**src/rtl/perf_timer.sv**
```systemverilog
// Memory-mapped 64-bit performance timer: prescaled up-counter with compare match,
// optional auto-reload, W1C match status, level interrupt and a free-running cycle counter.
module perf_timer #(
  parameter int unsigned PRESCALE_W = 16
) (
  input  logic        clk,
  input  logic        rst,
  input  logic        perf_en,
  input  logic        perf_wren,
  input  logic [63:0] perf_addr,
  input  logic [63:0] perf_data,
  output logic [63:0] perf_rdata,
  output logic        perf_rvalid,
  output logic        timer_irq
);

  localparam logic [4:0] RegCtrl     = 5'd0;
  localparam logic [4:0] RegCount    = 5'd1;
  localparam logic [4:0] RegCompare  = 5'd2;
  localparam logic [4:0] RegStatus   = 5'd3;
  localparam logic [4:0] RegPrescale = 5'd4;
  localparam logic [4:0] RegCycles   = 5'd5;

  typedef enum logic [1:0] {
    StIdle,
    StRun,
    StHalt
  } state_e;

  state_e                  state_q, state_d;
  logic [2:0]              ctrl_q, ctrl_d;
  logic [63:0]             count_q, count_d;
  logic [63:0]             compare_q, compare_d;
  logic                    match_q, match_d;
  logic [PRESCALE_W-1:0]   prescale_q, prescale_d;
  logic [PRESCALE_W-1:0]   pcnt_q, pcnt_d;
  logic [63:0]             cycles_q, cycles_d;
  logic [63:0]             rdata_q, rdata_d;
  logic                    rvalid_q, rvalid_d;

  logic                    decoded;
  logic [4:0]              idx;
  logic                    wr_any;
  logic                    rd_any;
  logic                    wr_ctrl, wr_count, wr_compare, wr_status, wr_prescale;
  logic                    tick;
  logic                    match_evt;
  logic [63:0]             count_next;
  logic [63:0]             rd_val;

  // Upper address half is decoded upstream; the byte offset within a word is don't-care.
  logic                    unused_addr;
  assign unused_addr = ^{perf_addr[63:32], perf_addr[2:0]};

  assign decoded = (perf_addr[31:8] == 24'd0);
  assign idx     = perf_addr[7:3];
  assign wr_any  = perf_en & perf_wren & decoded;
  assign rd_any  = perf_en & ~perf_wren;

  assign wr_ctrl     = wr_any && (idx == RegCtrl);
  assign wr_count    = wr_any && (idx == RegCount);
  assign wr_compare  = wr_any && (idx == RegCompare);
  assign wr_status   = wr_any && (idx == RegStatus);
  assign wr_prescale = wr_any && (idx == RegPrescale);

  // A CTRL write restarts the prescaler, so it also swallows any tick due that cycle.
  assign tick       = (state_q == StRun) && !wr_ctrl && (pcnt_q == prescale_q);
  assign count_next = count_q + 64'd1;
  assign match_evt  = tick && !wr_count && (count_next == compare_q);

  always_comb begin
    pcnt_d = pcnt_q + 1'b1;
    if (wr_ctrl || (state_q != StRun) || tick) begin
      pcnt_d = '0;
    end
  end

  always_comb begin
    count_d = count_q;
    if (wr_count) begin
      count_d = perf_data;
    end else if (tick) begin
      count_d = (match_evt && ctrl_q[1]) ? 64'd0 : count_next;
    end
  end

  always_comb begin
    state_d = state_q;
    case (state_q)
      StIdle: begin
        if (wr_ctrl && perf_data[0]) state_d = StRun;
      end
      StRun: begin
        if (wr_ctrl && !perf_data[0]) begin
          state_d = StIdle;
        end else if (match_evt && !ctrl_q[1]) begin
          state_d = StHalt;
        end
      end
      StHalt: begin
        if (wr_ctrl) state_d = perf_data[0] ? StRun : StIdle;
      end
      default: state_d = StIdle;
    endcase
  end

  always_comb begin
    ctrl_d     = wr_ctrl ? perf_data[2:0] : ctrl_q;
    compare_d  = wr_compare ? perf_data : compare_q;
    prescale_d = wr_prescale ? perf_data[PRESCALE_W-1:0] : prescale_q;
    cycles_d   = cycles_q + 64'd1;
    // Set wins over a simultaneous write-one-to-clear.
    match_d    = match_evt | (match_q & ~(wr_status & perf_data[0]));
  end

  always_comb begin
    rd_val = 64'd0;
    if (decoded) begin
      case (idx)
        RegCtrl:     rd_val = {61'd0, ctrl_q};
        RegCount:    rd_val = count_q;
        RegCompare:  rd_val = compare_q;
        RegStatus:   rd_val = {63'd0, match_q};
        RegPrescale: rd_val = 64'(prescale_q);
        RegCycles:   rd_val = cycles_q;
        default:     rd_val = 64'd0;
      endcase
    end
    rdata_d  = rd_any ? rd_val : 64'd0;
    rvalid_d = rd_any;
  end

  always_ff @(posedge clk) begin
    if (rst) begin
      state_q    <= StIdle;
      ctrl_q     <= '0;
      count_q    <= '0;
      compare_q  <= '0;
      match_q    <= 1'b0;
      prescale_q <= '0;
      pcnt_q     <= '0;
      cycles_q   <= '0;
      rdata_q    <= '0;
      rvalid_q   <= 1'b0;
    end else begin
      state_q    <= state_d;
      ctrl_q     <= ctrl_d;
      count_q    <= count_d;
      compare_q  <= compare_d;
      match_q    <= match_d;
      prescale_q <= prescale_d;
      pcnt_q     <= pcnt_d;
      cycles_q   <= cycles_d;
      rdata_q    <= rdata_d;
      rvalid_q   <= rvalid_d;
    end
  end

  assign perf_rdata  = rdata_q;
  assign perf_rvalid = rvalid_q;
  assign timer_irq   = match_q & ctrl_q[2];

endmodule

```
**config.mk**
```make
export PLATFORM = sky130hd
export DESIGN_NAME = perf_timer
export DESIGN_NICKNAME = d
export VERILOG_FILES = /design/src/rtl/perf_timer.sv
export SDC_FILE = /design/constraint.sdc
export NUM_CORES = 1
export LEC_CHECK = 0
export ABC_AREA = 1
export BUFFER_PORTS_ARGS = -buffer_cell sky130_fd_sc_hd__buf_4
export CAP_MARGIN = 25
export CORE_MARGIN = 5
export CORE_UTILIZATION = 55
export CTS_BUF_LIST = sky130_fd_sc_hd__clkbuf_4 sky130_fd_sc_hd__clkbuf_8 sky130_fd_sc_hd__clkbuf_16
export DETAILED_ROUTE_END_ITERATION = 8
export PLACE_DENSITY_LB_ADDON = 0.08
export SYNTH_ARGS = -nofsm -noshare
export SYNTH_HDL_FRONTEND = slang
export SYNTH_SLANG_ARGS = --single-unit
export TNS_END_PERCENT = 10
```
**constraint.sdc**
```tcl
create_clock -name clk -period 8.4 [get_ports clk]
set_clock_uncertainty 0.2 [all_clocks]
set_input_delay 0.84 -clock clk [delete_from_list [all_inputs] [get_ports clk]]
set_output_delay 0.84 -clock clk [all_outputs]
set_load 0.05 [all_outputs]
```
* Word level (Yosys, flattened, before mapping)
Cells that the tools add are included.
** Cells by class
- Bitwise operators :: 11
- Equality and inequality tests :: 13
- Add/subtract/negate cells :: 3
- Reduce and logical (&&, ||, !) cells :: 26
- Muxes and demuxes :: 10
** Operator list (number)
- $pmux 64 s6 :: 1
- $mux 64 :: 3
- $add 64x1->64 const B :: 2
- $eq 64x64->1 :: 1
- $logic_not 24->1 :: 1
- $add 16x1->16 const B :: 1
- $eq 16x16->1 :: 1
- $logic_and 1x1->1 :: 13
- $eq 5x2->1 const B :: 2
- $eq 5x3->1 const B :: 2
- $mux 2 :: 4
- $and 1x1->1 :: 6
- $pmux 2 s3 :: 1
- $eq 5x1->1 const B :: 1
- $logic_not 5->1 :: 1
- $logic_not 1->1 :: 4
- $ne 2x2->1 const B :: 2
- $not 1->1 :: 4
- $ne 3x1->1 const B :: 1
- $reduce_and 3->1 :: 1
- $reduce_or 3->1 :: 1
- $eq 2x1->1 const B :: 1
- $eq 2x2->1 const B :: 1
- $logic_not 2->1 :: 1
- 6 further kinds :: 7
** Storage, ports and cells
- Input bits :: 132
- Register bits :: 295
- Output and inout bits :: 66

* Logic depth before layout (Yosys ltp)
Gate-level depths: netlist of run 1.
- Word-level depth :: 12
- Mapped depth :: 21

* Worst setup path before layout of run 1
Ideal clock, no wire load.
- Kind :: input to register
- From :: input perf_addr[6]
- To :: register count_q[35]
- Library setup time :: 0.132 ns
- Data arrival time :: 2.659 ns
- Slack :: 5.409 ns
- Stages on the path :: 12
- Buffers on the path :: 2
- Required time :: 8.068 ns
- Cells stage by stage :: nor2_1 nand2_1 nor3_1 nand3_1 inv_1 nor2_1 nand3_1 clkbuf_1 clkbuf_1 nor2_1 nand2_1 a21oi_1
** On the way
- Cells in the longest elaborated chain, start to end :: 11
** RTL lines
- from (decl) :: RTL line 10 : input logic [63:0] perf_addr,
- $logic_not 5->1 :: RTL line 60 : assign wr_ctrl = wr_any && (idx == RegCtrl);
- $logic_and 1x1->1 :: RTL line 60
- $logic_not 1->1 :: RTL line 67 : assign tick = (state_q == StRun) && !wr_ctrl && (pcnt_q == prescale_q);
- $logic_and 1x1->1 (2 in series) :: RTL line 67
- $logic_and 1x1->1 (2 in series) :: RTL line 69 : assign match_evt = tick && !wr_count && (count_next == compare_q);
- $logic_and 1x1->1 :: RTL line 83 : count_d = (match_evt && ctrl_q[1]) ? 64'd0 : count_next;
- $mux 64 :: RTL line 83
- $mux 64 :: RTL line 82 : end else if (tick) begin
- $mux 64 :: RTL line 80 : if (wr_count) begin
- to (signal assigned) :: RTL line 148 : count_q <= count_d;
- to (decl) :: RTL line 32 : logic [63:0] count_q, count_d;
Parallel ways exist; a longest one is shown, timed or not. The select of a mux whose other input is x is not followed.
A chain may end at the register's enable or synchronous reset.

* Final worst setup path of run 1
- From :: register count_q[1]
- To :: register count_q[56]
** On the way
- Cells in the longest elaborated chain, start to end :: 7
** RTL lines
- $add 64x1->64 * :: RTL line 68 : assign count_next = count_q + 64'd1;
- $eq 64x64->1 :: RTL line 69
- $logic_and 1x1->1 :: RTL line 69
- $logic_and 1x1->1 :: RTL line 83
- $mux 64 * :: RTL line 83
- $mux 64 * :: RTL line 82
- $mux 64 * :: RTL line 80
Every way passes the cells marked *; elsewhere a longest branch is shown, timed or not. The select of a mux whose other input is x is not followed.

==> results of run 1 <==
## worst min-delay path by stage
| stage | endpoint | slack [ns] | cells past startpoint |
|---|---|---|---|
| finish | pcnt_q[0] | 0.27 | 1 |
| global route | perf_rvalid | 0.30 | 2 |
| CTS | pcnt_q[0] | 0.28 | 1 |
| detailed placement | pcnt_q[0] | 0.26 | 1 |
| global placement | pcnt_q[0] | 0.24 | 1 |
| floorplan | pcnt_q[0] | 0.23 | 1 |
## flip-flops by register name, indices dropped and copies added, names as in the netlist
register,count
ctrl_q,3
compare_q,64
perf_rdata,64
state_q,2
perf_rvalid,1
prescale_q,16
count_q,64
cycles_q,64
pcnt_q,16
match_q,1
## power breakdown
| group | switching, W | internal (W) |
|---|---|---|
| Sequential | 0.00000143 | 0.00140 |
| Combinational | 0.0000538 | 0.0000375 |
| Clock | 0.000575 | 0.000800 |
| Total | 0.000630 | 0.00224 |
## layout make-up
class,count,area share [%]
multi-input combinational,2017,47.78
sequential,295,29.87
inverter,409,7.764
timing repair buffer,181,6.897
clock buffer,47,4.752
tap,396,2.506
clock inverter,10,0.4303
## through the flow
stage	hold slack (ns)	setup slack, ns
3_3_place_gp	0.2443	4.114
4_1_cts	0.2774	4.022
5_1_grt	0.3011	3.652
2_1_floorplan	0.2295	5.409
6_report	0.2703	3.891
3_5_place_dp	0.2626	4.035
## synthesized netlist by cell type (2+ instances only)
cell type,instances,area [um^2]
sky130_fd_sc_hd__nor2_8,3,60.06
sky130_fd_sc_hd__buf_1,3,11.26
sky130_fd_sc_hd__clkinv_1,3,11.26
sky130_fd_sc_hd__nor2_1,324,1216
sky130_fd_sc_hd__a21oi_1,246,1231
sky130_fd_sc_hd__dfxtp_1,295,5906
sky130_fd_sc_hd__nor2_2,17,106.4
sky130_fd_sc_hd__nor4_1,14,87.58
sky130_fd_sc_hd__nand2_4,4,45.04
sky130_fd_sc_hd__a221oi_1,4,35.03
sky130_fd_sc_hd__a31oi_1,49,306.5
sky130_fd_sc_hd__xnor3_1,5,112.6
sky130_fd_sc_hd__xnor2_1,10,87.58
sky130_fd_sc_hd__o21ai_1,11,55.05
sky130_fd_sc_hd__and3_1,3,18.77
sky130_fd_sc_hd__nand2_2,5,31.28
sky130_fd_sc_hd__o22ai_1,76,475.5
sky130_fd_sc_hd__o21ai_0,129,645.6
sky130_fd_sc_hd__inv_2,5,18.77
sky130_fd_sc_hd__and2_1,2,12.51
sky130_fd_sc_hd__nor2_4,7,78.83
sky130_fd_sc_hd__buf_2,4,20.02
sky130_fd_sc_hd__nor3b_1,5,37.54
sky130_fd_sc_hd__nor3_1,44,220.2
sky130_fd_sc_hd__nand3_2,3,30.03
sky130_fd_sc_hd__o21a_1,10,75.07
sky130_fd_sc_hd__nand3_1,154,770.7
sky130_fd_sc_hd__inv_1,401,1505
sky130_fd_sc_hd__ha_1,3,37.54
sky130_fd_sc_hd__nand2_1,810,3040
sky130_fd_sc_hd__nand4_2,2,25.02
sky130_fd_sc_hd__buf_6,3,33.78
sky130_fd_sc_hd__clkbuf_1,83,311.6
sky130_fd_sc_hd__nand3b_1,18,135.1
sky130_fd_sc_hd__nand4_1,37,231.5
sky130_fd_sc_hd__nor3_2,2,20.02
sky130_fd_sc_hd__xor2_1,17,148.9
## cells by family after synthesis
logic type,count (synthesis),share of synthesized area (%)
flops,295,34.28
fa+ha+maj,3,0.2179
simple gates,1455,35.84
compound gates,527,16.49
buf+inv,503,11.14
xor+xnor,32,2.026
## routing by layer
layer / vias to the layer above / wire length (um)
met5: - / 0
met4: 0 / 1553
met3: 112 / 6604
met2: 1011 / 28090
met1: 8888 / 27910
li1: 9313 / -
==> summary.txt, run 1 <==
Global route
  • Number of global-route vias before repair: about 18000
  • Largest net degree at the start of global routing: 129
  • Met2 Resource Use GR: 54.93%
  • Wire length of the first global-routing pass: about 99000 um
  • Most utilized layer in the global route result: met2
  • Antenna violations before repair: 0
  • Final global-route overflow total: 0
  • Global Route met3 Usage: 6.476%
  • All-Layer GR Usage: a little over a third
  • Global routing met1 resource utilization: about half

Layout
  • Final design utilization: between 60% and 70%
  • Total area of multi-input combinational cells: between 0.009 and 0.01 mm^2
  • Share of layout cells above drive strength 1: ~10%
  • Fin nets: ~3100
  • Final non-filler cell area: 0.01977 mm^2
  • Commonest cells after routing, fill and taps aside: 809 x sky130_fd_sc_hd__nand2_1, 399 x sky130_fd_sc_hd__inv_1, 322 x sky130_fd_sc_hd__nor2_1
  • Most frequent standard cell in the layout excluding fill and tap cells: sky130_fd_sc_hd__nand2_1
  • Non-filler instance count after layout: around 3400
  • Number of fill cells in the layout: about 2800
  • Area growth, synth to finish: 14.78%
  • Sequential cell area: between 0.005 and 0.006 mm^2
  • Antenna diode count: 0

Setup path
  • Worst R2R Path Depth: 18
  • Critical path origin: count_q[1]
  • Largest fanout of any net on the critical path: 25
  • CP endpoint kind: register
  • Cell repeated most along the worst path: sky130_fd_sc_hd__nand2_1
  • Endpoint of the most critical register-to-register path: count_q[56]
  • Cell with the biggest individual delay on the critical path: sky130_fd_sc_hd__nand4_2
  • Worst reg-to-reg setup slack: between 3 and 4 ns
  • Critical path's largest stage delay: approximately 0.82 ns
  • Data required time at the worst endpoint: approximately 8.6 ns
  • Data arrival time at the worst-slack endpoint: 4.72 ns
  • Worst Setup Start Kind: register
  • Capturing element of the worst setup path: count_q[56]
  • Cells along the critical path: ha_1 -> nand3_2 -> nor2_2 -> nand2_1 -> nor2_1 -> nand3_1 -> nand2_1 -> nand2_1 -> nand2_1 -> nand2_1 -> inv_1 -> nand2_1 -> nor2_1 -> nand2_1 -> nor2_1 -> nand4_2 -> nand2_1 -> a21oi_1
  • Worst R2R Start: count_q[1]
  • CP Class: register to register
  • CP Buf/Inv Count: 1
  • Depth of the critical timing path with buffers and inverters included: 18
  • Cell family contributing the most delay on the critical path: simple AND/OR/NAND/NOR gates

Clocking
  • CTS tree: built
  • Number of gates resized after CTS: 0
  • Clk_lat worst skew: approximately 0.57 ns
  • Num Clock Sinks: between 200 and 300
  • Total setup buffers inserted after CTS: 0
  • Cell at the root of the clock tree: sky130_fd_sc_hd__clkbuf_16
  • H-tree lvl count: 1
  • Buffers from clock root to sink, at most: 3
  • CTS clock-pin slew for the worst setup and hold paths: roughly 0.060 ns
  • Clock buffers created by TritonCTS: 31
  • Post-CTS Hold Buffers: 0

Placement
  • IO Port Bufs: between 150 and 200
  • Cell count after placement: 3295
  • Placer's final routability congestion estimate: about 1.0
  • Post-DP Area: 0.01872 mm^2
  • Detail Placement HPWL: 48410 um

Synthesis
  • Number of instances in the synthesized netlist: approximately 2800
  • Post-synthesis sequential area ratio: between 30% and 40%
  • EDFF count, synth: 0
  • Post-synth cell types: about 40
  • Most used DFF post-synth: sky130_fd_sc_hd__dfxtp_1
  • Synth warn: 0
  • Fraction of synthesis flops using an asynchronous set or reset pin: 0%
  • Area of the mapped netlist: between 0.015 and 0.02 mm^2
  • Number of synthesized register bits: ~300
  • Net Count, Synth: about 3000
  • Mean area per synthesized cell: between 6 and 7 um^2

Routing
  • First-pass detailed-route iteration total: 6
  • Iteration-0 DRC count of the detailed router: approximately 2000
  • Number of nets with antenna violations after routing: 0
  • Detailed-route via count: about 19000
  • Residual DRC: 0
  • Vias per cell: 5.760
  • Detailed-route wire length: approximately 64000 um
  • Routed wire length per instance: about 19 um

Run
  • MaxCap Viol Count: 0

Pwr
  • PD cells: about 150 mW/mm^2
  • Worst ir drop on vdd: approximately 0.14 mV
  • Pleak: about 7.6 nW
  • Final Total Pwr: 0.002868 W

STA
  • Final Slew Violations: 0
  • Setup violations, final: 0
  • Period utilization: 53.67%
  • RSZ-0062 raised after global routing: false
  • Final hold vios: 0
  • Worst-margin pin slew: 1.043 ns
  • Worst slew margin relative to its limit: a little over 30%
  • Final sum of negative setup slack: 0 ns
  • Highest Clock Rate: 221.8 MHz
  • Time the worst path needs with I/O delays and setup: about 4.5 ns

Floorplanning
  • Area of the die: approximately 0.035 mm^2
  • Initial standard-cell utilization of the core: around 56%
  • Die Y-Extent: ~190 um
  • Horizontal die dimension: ~190 um
  • Area of the core: 0.03075 mm^2
  • Row count: 64
  • Ports: about 200

Min path
  • Worst hold path startpoint: pcnt_q[0]
  • Type of the worst min-delay path: register to register

Status
  • Status: finished clean
Power figures use the tool's default switching activity.
==> run 2: changes to the inputs <==
Clock period 8.4 ns to 4.5 ns, I/O delays scaled along.
==> run 2 against run 1 <==
Against the previous run:
- worst hold slack worse by 0.26 ns
- clock-buffer cell count up 2
- largest cell class unchanged
- sequential cell count unchanged
- non-clock buffer count up 24
- core utilization rose by 1.1 points
- global-route usage increased by 0.74 points
- critical path type unchanged
- register-to-register slack got worse by 3.3 ns
==> summary.txt, run 2 (same netlist as run 1, synthesis figures left out) <==
Clocking
  • Number of gates resized after CTS: 0
  • CTS tree: built
  • Clk_lat worst skew: about 0.52 ns
  • H-tree lvl count: 2
  • Clock buffers created by TritonCTS: 34
  • Num Clock Sinks: 295
  • Cell at the root of the clock tree: sky130_fd_sc_hd__clkbuf_16
  • Buffers from clock root to sink, at most: 3
  • CTS clock-pin slew for the worst setup and hold paths: ~0.060 ns

Routing
  • Detailed-route wire length: approximately 65000 um
  • Residual DRC: 0
  • Iteration-0 DRC count of the detailed router: ~2100
  • Detailed-route via count: just under 20000
  • Vias per cell: between 5 and 6
  • Number of nets with antenna violations after routing: 0
  • First-pass detailed-route iteration total: 6
  • Routed wire length per instance: between 15 and 20 um

Pwr
  • Worst ir drop on vdd: roughly 0.28 mV
  • Pleak: around 7.7 nW
  • PD cells: approximately 280 mW/mm^2

STA
  • Final Slew Violations: 0
  • Setup violations, final: 0
  • Worst slack on hold paths: approximately 0.01 ns
  • Period utilization: between 80 and 90%
  • Final hold vios: 0
  • Highest Clock Rate: about 250 MHz
  • Worst slew margin relative to its limit: between 20% and 30%
  • Final sum of negative setup slack: 0 ns
  • RSZ-0062 raised after global routing: false
  • Time the worst path needs with I/O delays and setup: 3.936 ns
  • Worst-margin pin slew: between 1 and 1.5 ns

Global route
  • Number of global-route vias before repair: ~18000
  • Antenna violations before repair: 0
  • Final global-route overflow total: 0
  • All-Layer GR Usage: between 30 and 40%
  • Wire length of the first global-routing pass: 101200 um
  • Largest net degree at the start of global routing: approximately 130

Layout
  • Commonest cells after routing, fill and taps aside: 809 x sky130_fd_sc_hd__nand2_1, 399 x sky130_fd_sc_hd__inv_1, 322 x sky130_fd_sc_hd__nor2_1
  • Fin nets: approximately 3100
  • Most frequent standard cell in the layout excluding fill and tap cells: sky130_fd_sc_hd__nand2_1
  • Non-filler instance count after layout: 3375
  • Share of layout cells above drive strength 1: 9.936%
  • Antenna diode count: 0
  • Area growth, synth to finish: 16.68%

Setup path
  • CP endpoint kind: register
  • Cells along the critical path: ha_1 -> nand3_1 -> nor2_1 -> nand3_1 -> nor2_2 -> nand2_1 -> nor2_4 -> nand3_2 -> nor3_2 -> nand3b_1 -> nor2_1 -> nand2_1 -> nor2_1 -> o21ai_0 -> a21oi_1
  • Cell repeated most along the worst path: sky130_fd_sc_hd__nor2_1
  • Worst Setup Start Kind: register
  • Cell with the biggest individual delay on the critical path: sky130_fd_sc_hd__dfxtp_1
  • Data arrival time at the worst-slack endpoint: roughly 4.2 ns
  • CP Class: register to register
  • Critical path's largest stage delay: roughly 0.40 ns
  • Largest fanout of any net on the critical path: 5
  • Data required time at the worst endpoint: about 4.7 ns

Placement
  • Placer's final routability congestion estimate: between 1 and 1.5
  • Detail Placement HPWL: about 49000 um
  • Cell count after placement: around 3300
  • IO Port Bufs: roughly 160

Floorplanning
  • Initial standard-cell utilization of the core: roughly 56%
  • Row count: 64
  • Area of the core: 0.03075 mm^2
  • Die Y-Extent: between 150 and 200 um
  • Area of the die: 0.03496 mm^2
  • Horizontal die dimension: 187.0 um
  • Ports: 198

Min path
  • Type of the worst min-delay path: primary input to register

Run
  • MaxCap Viol Count: 0

Status
  • Status: finished clean
[run 2: cell types whose count changed in the layout (fill, tap and decap cells not counted), sizes merged]
cell | previous run | this run
clkbuf | 47 | 49
dlygate4sd3 | 0 | 18
clkinv | 10 | 4
buf | 181 | 187
[run 2: metrics by stage]
stage	util (%)	worst slack, ns	area, um^2	total power [W]
after floorplan	-	1.771	17230	0.002741
after global placement	61.14	0.8135	18800	0.002839
after detailed placement	61.14	0.7518	18800	0.002843
after CTS	65.27	0.7115	20070	0.005585
after global routing	65.37	0.3527	20100	0.005716
final	65.37	0.5644	20100	0.005581
[run 2: routing by layer]
layer	vias up	part of all wire, %	track usage, %
met2	1056	44	56.23
met4	0	2.9	10.75
met1	9070	42	48.79
met5	-	0	0
li1	9364	-	-
met3	132	11	8.641
[run 2: critical path: cells and delay by family, from the launching register on]
kind            cells  cell delay, ns
fa+ha+maj           1            0.22
simple gates       12            2.82
compound gates      2            0.23
flops               1            0.40
[run 2: what timing repair did]
action	CTS	global route
buffers inserted	0	0
endpoints found under the setup margin	0	0
hold buffers	17	1
endpoints found under the hold margin	17	1
[run 2: layout make-up]
cell class | instances | area [um^2]
Multi-Input combinational cell | 2017 | 9442
Fill cell | 2781 | 10650
Sequential cell | 295 | 5906
Inverter | 409 | 1535
Clock buffer | 49 | 1047
Tap cell | 396 | 495.5
Clock inverter | 4 | 53.80
Timing Repair Buffer | 205 | 1622
[run 2: path summary, 6_finish.rpt]
| check | endpoint | depth (start not counted) | start | slack [ns] |
|---|---|---|---|---|
| worst max-delay path | cycles_q[60] | 15 | cycles_q[0] | 0.56 |
| worst min-delay path | prescale_q[10] | 3 | perf_data[10] | 0.01 |
| worst max register to register | cycles_q[60] | 15 | cycles_q[0] | 0.56 |
| worst min register to register | cycles_q[60] | 1 | cycles_q[60] | 0.28 |
[run 2: power breakdown]
| part | switching, W | internal (W) |
|---|---|---|
| combinational | 0.000106 | 0.0000822 |
| clock | 0.00111 | 0.00167 |
| sequential | 0.00000273 | 0.00261 |
| total | 0.00122 | 0.00436 |
